**config.mk**
```make
export PLATFORM = sky130hd
export DESIGN_NAME = dmem_arbiter
export DESIGN_NICKNAME = d
export VERILOG_FILES = /design/src/rtl/dmem_arbiter_pkg.sv /design/src/rtl/dmem_arbiter_rr_arbiter2.sv /design/src/rtl/dmem_arbiter.sv
export SDC_FILE = /design/constraint.sdc
export NUM_CORES = 1
export LEC_CHECK = 0
export CAP_MARGIN = 20
export CORE_ASPECT_RATIO = 0.8
export CORE_MARGIN = 2
export CORE_UTILIZATION = 41
export CTS_CLUSTER_SIZE = 14
export DETAILED_ROUTE_END_ITERATION = 10
export GPL_ROUTABILITY_DRIVEN = 0
export GPL_TIMING_DRIVEN = 1
export PLACE_DENSITY = 0.83
export SLEW_MARGIN = 20
export SYNTH_ARGS = -nofsm -noshare
export SYNTH_HDL_FRONTEND = slang
export SYNTH_SLANG_ARGS = --single-unit
```
**constraint.sdc**
```tcl
create_clock -name clk -period 9.04 [get_ports clk]
set_input_delay 1.808 -clock clk [delete_from_list [all_inputs] [get_ports clk]]
set_output_delay 1.808 -clock clk [all_outputs]
set_load 0.1 [all_outputs]
```
**src/rtl/dmem_arbiter_pkg.sv**
```systemverilog
// Shared command codes, FSM states and port identifiers for the data-memory arbiter.
package dmem_arbiter_pkg;

  localparam logic [1:0] RW_IDLE  = 2'b00;
  localparam logic [1:0] RW_WRITE = 2'b01;
  localparam logic [1:0] RW_READ  = 2'b10;

  localparam int PORT_A = 0;
  localparam int PORT_B = 1;

  typedef enum logic [1:0] {
    IDLE  = 2'd0,
    ISSUE = 2'd1,
    RESP  = 2'd2
  } state_t;

  function automatic logic rw_legal(input logic [1:0] rw);
    return (rw == RW_WRITE) || (rw == RW_READ);
  endfunction

endpackage

```
**src/rtl/dmem_arbiter_rr_arbiter2.sv**
```systemverilog
// Two-way arbiter: round-robin on ties, or A-first when fixed_prio is set.
module rr_arbiter2
  import dmem_arbiter_pkg::*;
(
  input  logic       clk,
  input  logic       rst,
  input  logic [1:0] req,
  input  logic       fixed_prio,
  input  logic       update,
  output logic [1:0] grant
);

  // High when B held the most recent grant, so A wins the next tie.
  logic last_grant_b_reg;

  always_comb begin
    grant = req;
    if (req == 2'b11) begin
      grant = (fixed_prio || last_grant_b_reg) ? 2'b01 : 2'b10;
    end
  end

  always_ff @(posedge clk or negedge rst) begin
    if (!rst) begin
      last_grant_b_reg <= 1'b1;
    end else if (update) begin
      last_grant_b_reg <= grant[PORT_B];
    end
  end

endmodule

```
**src/rtl/dmem_arbiter.sv**
```systemverilog
// Shares the single-port data memory between the MEM stage (A) and the debug/loader (B).
module dmem_arbiter
  import dmem_arbiter_pkg::*;
#(
  parameter int DEPTH      = 10,
  parameter bit FIXED_PRIO = 1'b0
) (
  input  logic        clk,
  input  logic        rst,
  input  logic        a_req,
  input  logic [1:0]  a_rw,
  input  logic [31:0] a_addr,
  input  logic [31:0] a_wdata,
  output logic        a_ack,
  output logic [31:0] a_rdata,
  output logic        a_err,
  input  logic        b_req,
  input  logic [1:0]  b_rw,
  input  logic [31:0] b_addr,
  input  logic [31:0] b_wdata,
  output logic        b_ack,
  output logic [31:0] b_rdata,
  output logic        b_err,
  output logic        a_stall,
  output logic [1:0]  mem_read_write,
  output logic [31:0] mem_address,
  output logic [31:0] mem_write_data,
  input  logic [31:0] mem_data
);

  state_t      state_reg, state_next;
  logic [1:0]  grant;
  logic        arb_update;
  logic        gnt_b_reg;
  logic        is_read_reg;
  logic [1:0]  sel_rw;
  logic [31:0] sel_addr, sel_wdata;
  logic        sel_ok;
  logic        reject_fire, done_fire;
  logic [1:0]  mem_rw_reg;
  logic [31:0] mem_addr_reg, mem_wdata_reg;

  rr_arbiter2 u_arb (
    .clk        (clk),
    .rst        (rst),
    .req        ({b_req, a_req}),
    .fixed_prio (FIXED_PRIO),
    .update     (arb_update),
    .grant      (grant)
  );

  always_comb begin
    state_next  = state_reg;
    arb_update  = 1'b0;
    reject_fire = 1'b0;
    done_fire   = 1'b0;
    sel_rw      = grant[PORT_B] ? b_rw    : a_rw;
    sel_addr    = grant[PORT_B] ? b_addr  : a_addr;
    sel_wdata   = grant[PORT_B] ? b_wdata : a_wdata;
    sel_ok      = (sel_addr < 32'(DEPTH)) && rw_legal(sel_rw);
    case (state_reg)
      IDLE: begin
        if (|grant) begin
          arb_update = 1'b1;
          // Rejected requests skip ISSUE so the memory never sees them.
          if (sel_ok) begin
            state_next = ISSUE;
          end else begin
            state_next  = RESP;
            reject_fire = 1'b1;
          end
        end
      end
      ISSUE: begin
        state_next = RESP;
        done_fire  = 1'b1;
      end
      RESP:    state_next = IDLE;
      default: state_next = IDLE;
    endcase
  end

  always_ff @(posedge clk or negedge rst) begin
    if (!rst) begin
      state_reg     <= IDLE;
      mem_rw_reg    <= RW_IDLE;
      mem_addr_reg  <= '0;
      mem_wdata_reg <= '0;
      gnt_b_reg     <= 1'b0;
      is_read_reg   <= 1'b0;
    end else begin
      state_reg <= state_next;
      if (arb_update) begin
        gnt_b_reg <= grant[PORT_B];
      end
      if (arb_update && sel_ok) begin
        mem_rw_reg    <= sel_rw;
        mem_addr_reg  <= sel_addr;
        mem_wdata_reg <= (sel_rw == RW_WRITE) ? sel_wdata : '0;
        is_read_reg   <= (sel_rw == RW_READ);
      end else if (done_fire) begin
        mem_rw_reg <= RW_IDLE;
      end
    end
  end

  // Per-port response registers; ack pulses for one cycle, rdata only moves on a read ack.
  for (genvar gi = 0; gi < 2; gi++) begin : g_port
    logic        hit;
    logic        ack_reg;
    logic        err_reg;
    logic [31:0] rdata_reg;

    assign hit = reject_fire ? grant[gi]
               : (done_fire && ((gi == PORT_B) ? gnt_b_reg : !gnt_b_reg));

    always_ff @(posedge clk or negedge rst) begin
      if (!rst) begin
        ack_reg   <= 1'b0;
        err_reg   <= 1'b0;
        rdata_reg <= '0;
      end else begin
        ack_reg <= hit;
        err_reg <= hit && reject_fire;
        if (hit && done_fire && is_read_reg) begin
          rdata_reg <= mem_data;
        end
      end
    end
  end

  assign a_ack          = g_port[0].ack_reg;
  assign a_err          = g_port[0].err_reg;
  assign a_rdata        = g_port[0].rdata_reg;
  assign b_ack          = g_port[1].ack_reg;
  assign b_err          = g_port[1].err_reg;
  assign b_rdata        = g_port[1].rdata_reg;
  assign a_stall        = a_req && !a_ack;
  assign mem_read_write = mem_rw_reg;
  assign mem_address    = mem_addr_reg;
  assign mem_write_data = mem_wdata_reg;

endmodule

```
Word level (Yosys, flattened, before mapping) --
Cells that the tools add are included.
Cells by class: add/sub/neg operators 0, $mul 0, divide/modulo/power cells 0, magnitude comparators 1, equal/unequal tests 5, shift-type cells 0, muxes and demuxes 19, bitwise logic cells 0, reduce and logical (&&, ||, !) cells 17
Operators by type and width (count):
- 32-bit 2-to-1 mux | 3
- 32-bit by 4-bit < comparator with 1-bit output (second input constant) | 1
- 2-bit 2-to-1 mux | 7
- 1-bit logical AND | 11
- 1-bit 2-to-1 mux | 8
- 2-bit by 1-bit == test with 1-bit output (second input constant) | 2
- 2-bit == test (second input constant) | 2
- 2-bit one-hot mux with 2 select lines | 1
- 1-bit logical NOT | 2
- 2-bit logical NOT | 1
- 2-bit != test (second input constant) | 1
- 2-bit nonzero test | 1
- 2-bit OR reduction | 1
- 1-bit logical OR | 1
Word-level totals: register bits after elaboration 139, bits in latches 0, bits in writable memories 0, memory bits (read-only) 0, bits of input ports 168, output and inout bits 135, word-level logic and storage cells 55, memories 0

Depth between registers and ports, before layout --
word-level depth 12, mapped depth 13, mapped depth without buffers 9

Cells and area by module --
A second synthesis with hierarchy kept.
Unflattened totals: cells, all modules 426, area, all modules 6064.6 um^2
Modules (own cells, without submodules):
- dmem_arbiter | times used 1, cells an instance 419, area each 5998.3 um^2, sequential area each 3453.3 um^2
- rr_arbiter2 | times used 1, cells an instance 7, area each 66.3 um^2, sequential area each 26.3 um^2

Worst setup path before layout --
No wires, ideal clock.
path kind input -> output, start input port a_req, end output port a_stall, data arrival time 3.399 ns, required time 7.232 ns, path slack 3.833 ns, stages on the path 2, buffers on the path 1, cells stage by stage clkbuf_1 -> nor2b_1
Between the ends: word-level cells in the longest chain between the ends 1
RTL lines:
- from (decl) | line dmem_arbiter.sv:10 | input logic a_req,
- 1-bit logical AND | line dmem_arbiter.sv:138 | assign a_stall = a_req && !a_ack;
- to (decl) | line dmem_arbiter.sv:24 | output logic a_stall,
Every way passes these cells.

Worst setup path in the final report --
Same ends and word-level chain as after synthesis.

==> results.md <==
- Outcome: finished clean
- Crit path DAT: 3.81 ns
- Initial core utilization: 42.4%
- Skew final: 0.00681 ns
- Worst hold stages: 1
- First-pass GRT wire length: 26,200 um
- Clock buffer depth: 2
- Post-route cell area: 9580 um^2
- Hpwl dp: 12,500 um
- Slew @ Worst Pin: 1.03 ns
- Power, Total: 1.55 mW
- Die area: 15,100 um^2
- Synthesized Nets: 633
- Post-synthesis instance total: 463
- Leak: 4.29 nW
- N_diodes: 0
- Met2 wire length: 8360 um
- Slew Limit Fails: 0
- RSZ-0062 raised after global routing: no
- Total Routing Usage GR: 23.1%
- Setup crit end: a_stall
- H-tree depth: 4
- Area Overhead vs Synth: 65.2%
- Synth area leader: dfrtp_1
- # rows: 38
- Vias in the first global route: 5,010
- Initial antenna violation count: 0
- Post-CTS resize count: 0
- Slew HR: 31.4%
- CTS clk-pin slew, worst paths: 0.06 ns
- Max Freq: 178 MHz
- Register area share after synthesis: 60.0%
- CP Launch Point: a_req
- Top Metal Used: met4
- DR WL met3: 1760 um
- Distinct cell type count after synthesis: 30
- Worst R2R End: mem_write_data[4]$_DFFE_PN0P_
- Most common cell after layout, fill and taps aside: clkdlybuf4s50_1
- First drt pass iteration count: 4
- Finished Layout Cells: 957
- Syn Area/Cell: 12.5 um^2
- Drt via density: 4.90
- FF-to-FF Start: u_arb.last_grant_b_reg$_DFFE_PN1P_
- Comb pwr share: 17.6%
- Root Buffer: clkbuf_16
- EDFF count, synth: 0
- Hold Violations, Final: 0
- Setup bufs post-CTS: 0
- Pwr Density: 162 nW/um^2
- Hold_buf cts: 0
- Top-area cell type share of the netlist area: 59.5%
- Synthesis-stage register bit count: 139
- Endpoint type of the worst setup path: primary output
- Max cap viols: 0
- Hold WS: 0.487 ns
- Flop pwr share: 42.0%
- Die H: 110 um
- DR iter-0 viols: 189
- Max rail drop VDD: 0.148 mV
- CTS tree: built
- Commonest non-fill, non-tap cells in the layout: 301 x clkdlybuf4s50_1, 138 x dfrtp_1, 97 x mux2_2, 82 x nand2_1, 32 x a21boi_0
- Ys Warns: 0
- P_sw: 0.427 mW
- DRC: 0
- Final WL: 17,100 um
- Cell Area, Synth: 5800 um^2
- Final-stage net count: 934
- Number of CTS-inserted buffers: 17
- Width of the die: 137 um
- Largest net degree at the start of global routing: 74
- Antenna-violating nets left: 0
- Reg2Reg Setup Slack: 5.43 ns
- Fraction of power spent switching nets: 27.5%
- Port buffer count: 302
- WS Path Type: input port to primary output
- I/O Pins: 303
- Hold Crit Class: flop to flop
- Synth top area cells: dfrtp_1 60%, mux2_2 19%, nand2_1 5.3%, a21boi_0 4.1%, and2_1 3.0%
- Async S/R FF share, synth: 100%
- DR WL/cell: 17.9 um
- Setup crit start kind: input port
- CTS sink cnt: 139
- Count of final setup violators: 0
- P_int: 1.13 mW
- Dpl cells: 924
- Data required, critical path: 7.23 ns
- Vias post-DR: 4,691
- Fin crit period: 5.62 ns
- Met1 WL: 6620 um
- Clk_lat worst skew: 0.41 ns
- Share of layout cells above drive strength 1: 17.8%
- CP max FO: 7
- Clock share of power: 40.4%
- Period utilization: 62.1%
- Total gr overflow: 0
- Post-synth top flop: dfrtp_1
- Cells on worst reg2reg path: 10
- Area post-placement: 9010 um^2
- Core Region: 13,700 um^2
- Setup_tns: 0 ns
-- logic make-up after synthesis --
group,count (synthesis),share of synthesized area [%]
flip-flops,139,60.0
AO/OA/AOI/OAI,45,5.61
multiplexers,105,20.3
AND/OR/NAND/NOR,143,11.7
buffers and inverters,29,1.96
adder cells (fa/ha/maj),2,0.431
-- metal layers --
metal	up-vias	GRT usage, %
met1	2274	26.0
met3	32	10.4
li1	2208	-
met2	177	38.8
met4	0	8.91
met5	-	0
-- worst min path at each step --
stage                                      from                          end  slack (ns)
floorplan               is_read_reg$_DFFE_PN0P_      is_read_reg$_DFFE_PN0P_        0.49
global placement    mem_address[24]$_DFFE_PN0P_  mem_address[24]$_DFFE_PN0P_        0.47
detailed placement   mem_address[5]$_DFFE_PN0P_   mem_address[5]$_DFFE_PN0P_        0.47
CTS                 mem_address[29]$_DFFE_PN0P_  mem_address[29]$_DFFE_PN0P_        0.49
global route        mem_address[29]$_DFFE_PN0P_  mem_address[29]$_DFFE_PN0P_        0.50
finish               mem_address[7]$_DFFE_PN0P_   mem_address[7]$_DFFE_PN0P_        0.49
-- through the flow --
| step | setup WS, ns | utilization, % |
|---|---|---|
| 3_5_place_dp | 2.97 | 65.8 |
| 3_3_place_gp | 3.21 | 65.8 |
| 4_1_cts | 3.42 | 69.8 |
| 2_1_floorplan | 3.83 | - |
| 6_report | 3.42 | 70.0 |
| 5_1_grt | 3.37 | 70.0 |
-- Yosys cell counts, drive strengths merged (3+ instances only) --
cell type,n
dfrtp,138
a21boi,33
nand2,82
nor4,14
mux2i,4
buf,6
nor3,3
nand2b,3
mux2,101
nor2,5
nand4,4
a21oi,4
and2,28
inv,4
clkbuf,19
-- final cells by class --
| cell class | count | area, um^2 |
|---|---|---|
| Clock buffer | 22 | 474 |
| Multi-Input combinational cell | 295 | 2240 |
| Fill cell | 952 | 4110 |
| Clock inverter | 10 | 66.3 |
| Sequential cell | 139 | 3480 |
| Inverter | 4 | 15.0 |
| Tap cell | 180 | 225 |
| Timing Repair Buffer | 307 | 3080 |
-- power by group through the flow --
| stage | clock [mW] | combinational, mW | sequential (mW) |
|---|---|---|---|
| final | 0.628 | 0.274 | 0.652 |
| after global routing | 0.674 | 0.294 | 0.654 |
| after CTS | 0.641 | 0.272 | 0.652 |
| after detailed placement | 0 | 0.271 | 0.663 |
| after global placement | 0 | 0.265 | 0.662 |
| after floorplan | 0 | 0.0667 | 0.732 |
-- worst max-delay path, cell delays in order --
cell and delay, ns:
clkdlybuf4s50_1 0.68, nor2b_1 0.18, clkdlybuf4s50_1 1.13
Power figures use the tool's default switching activity.
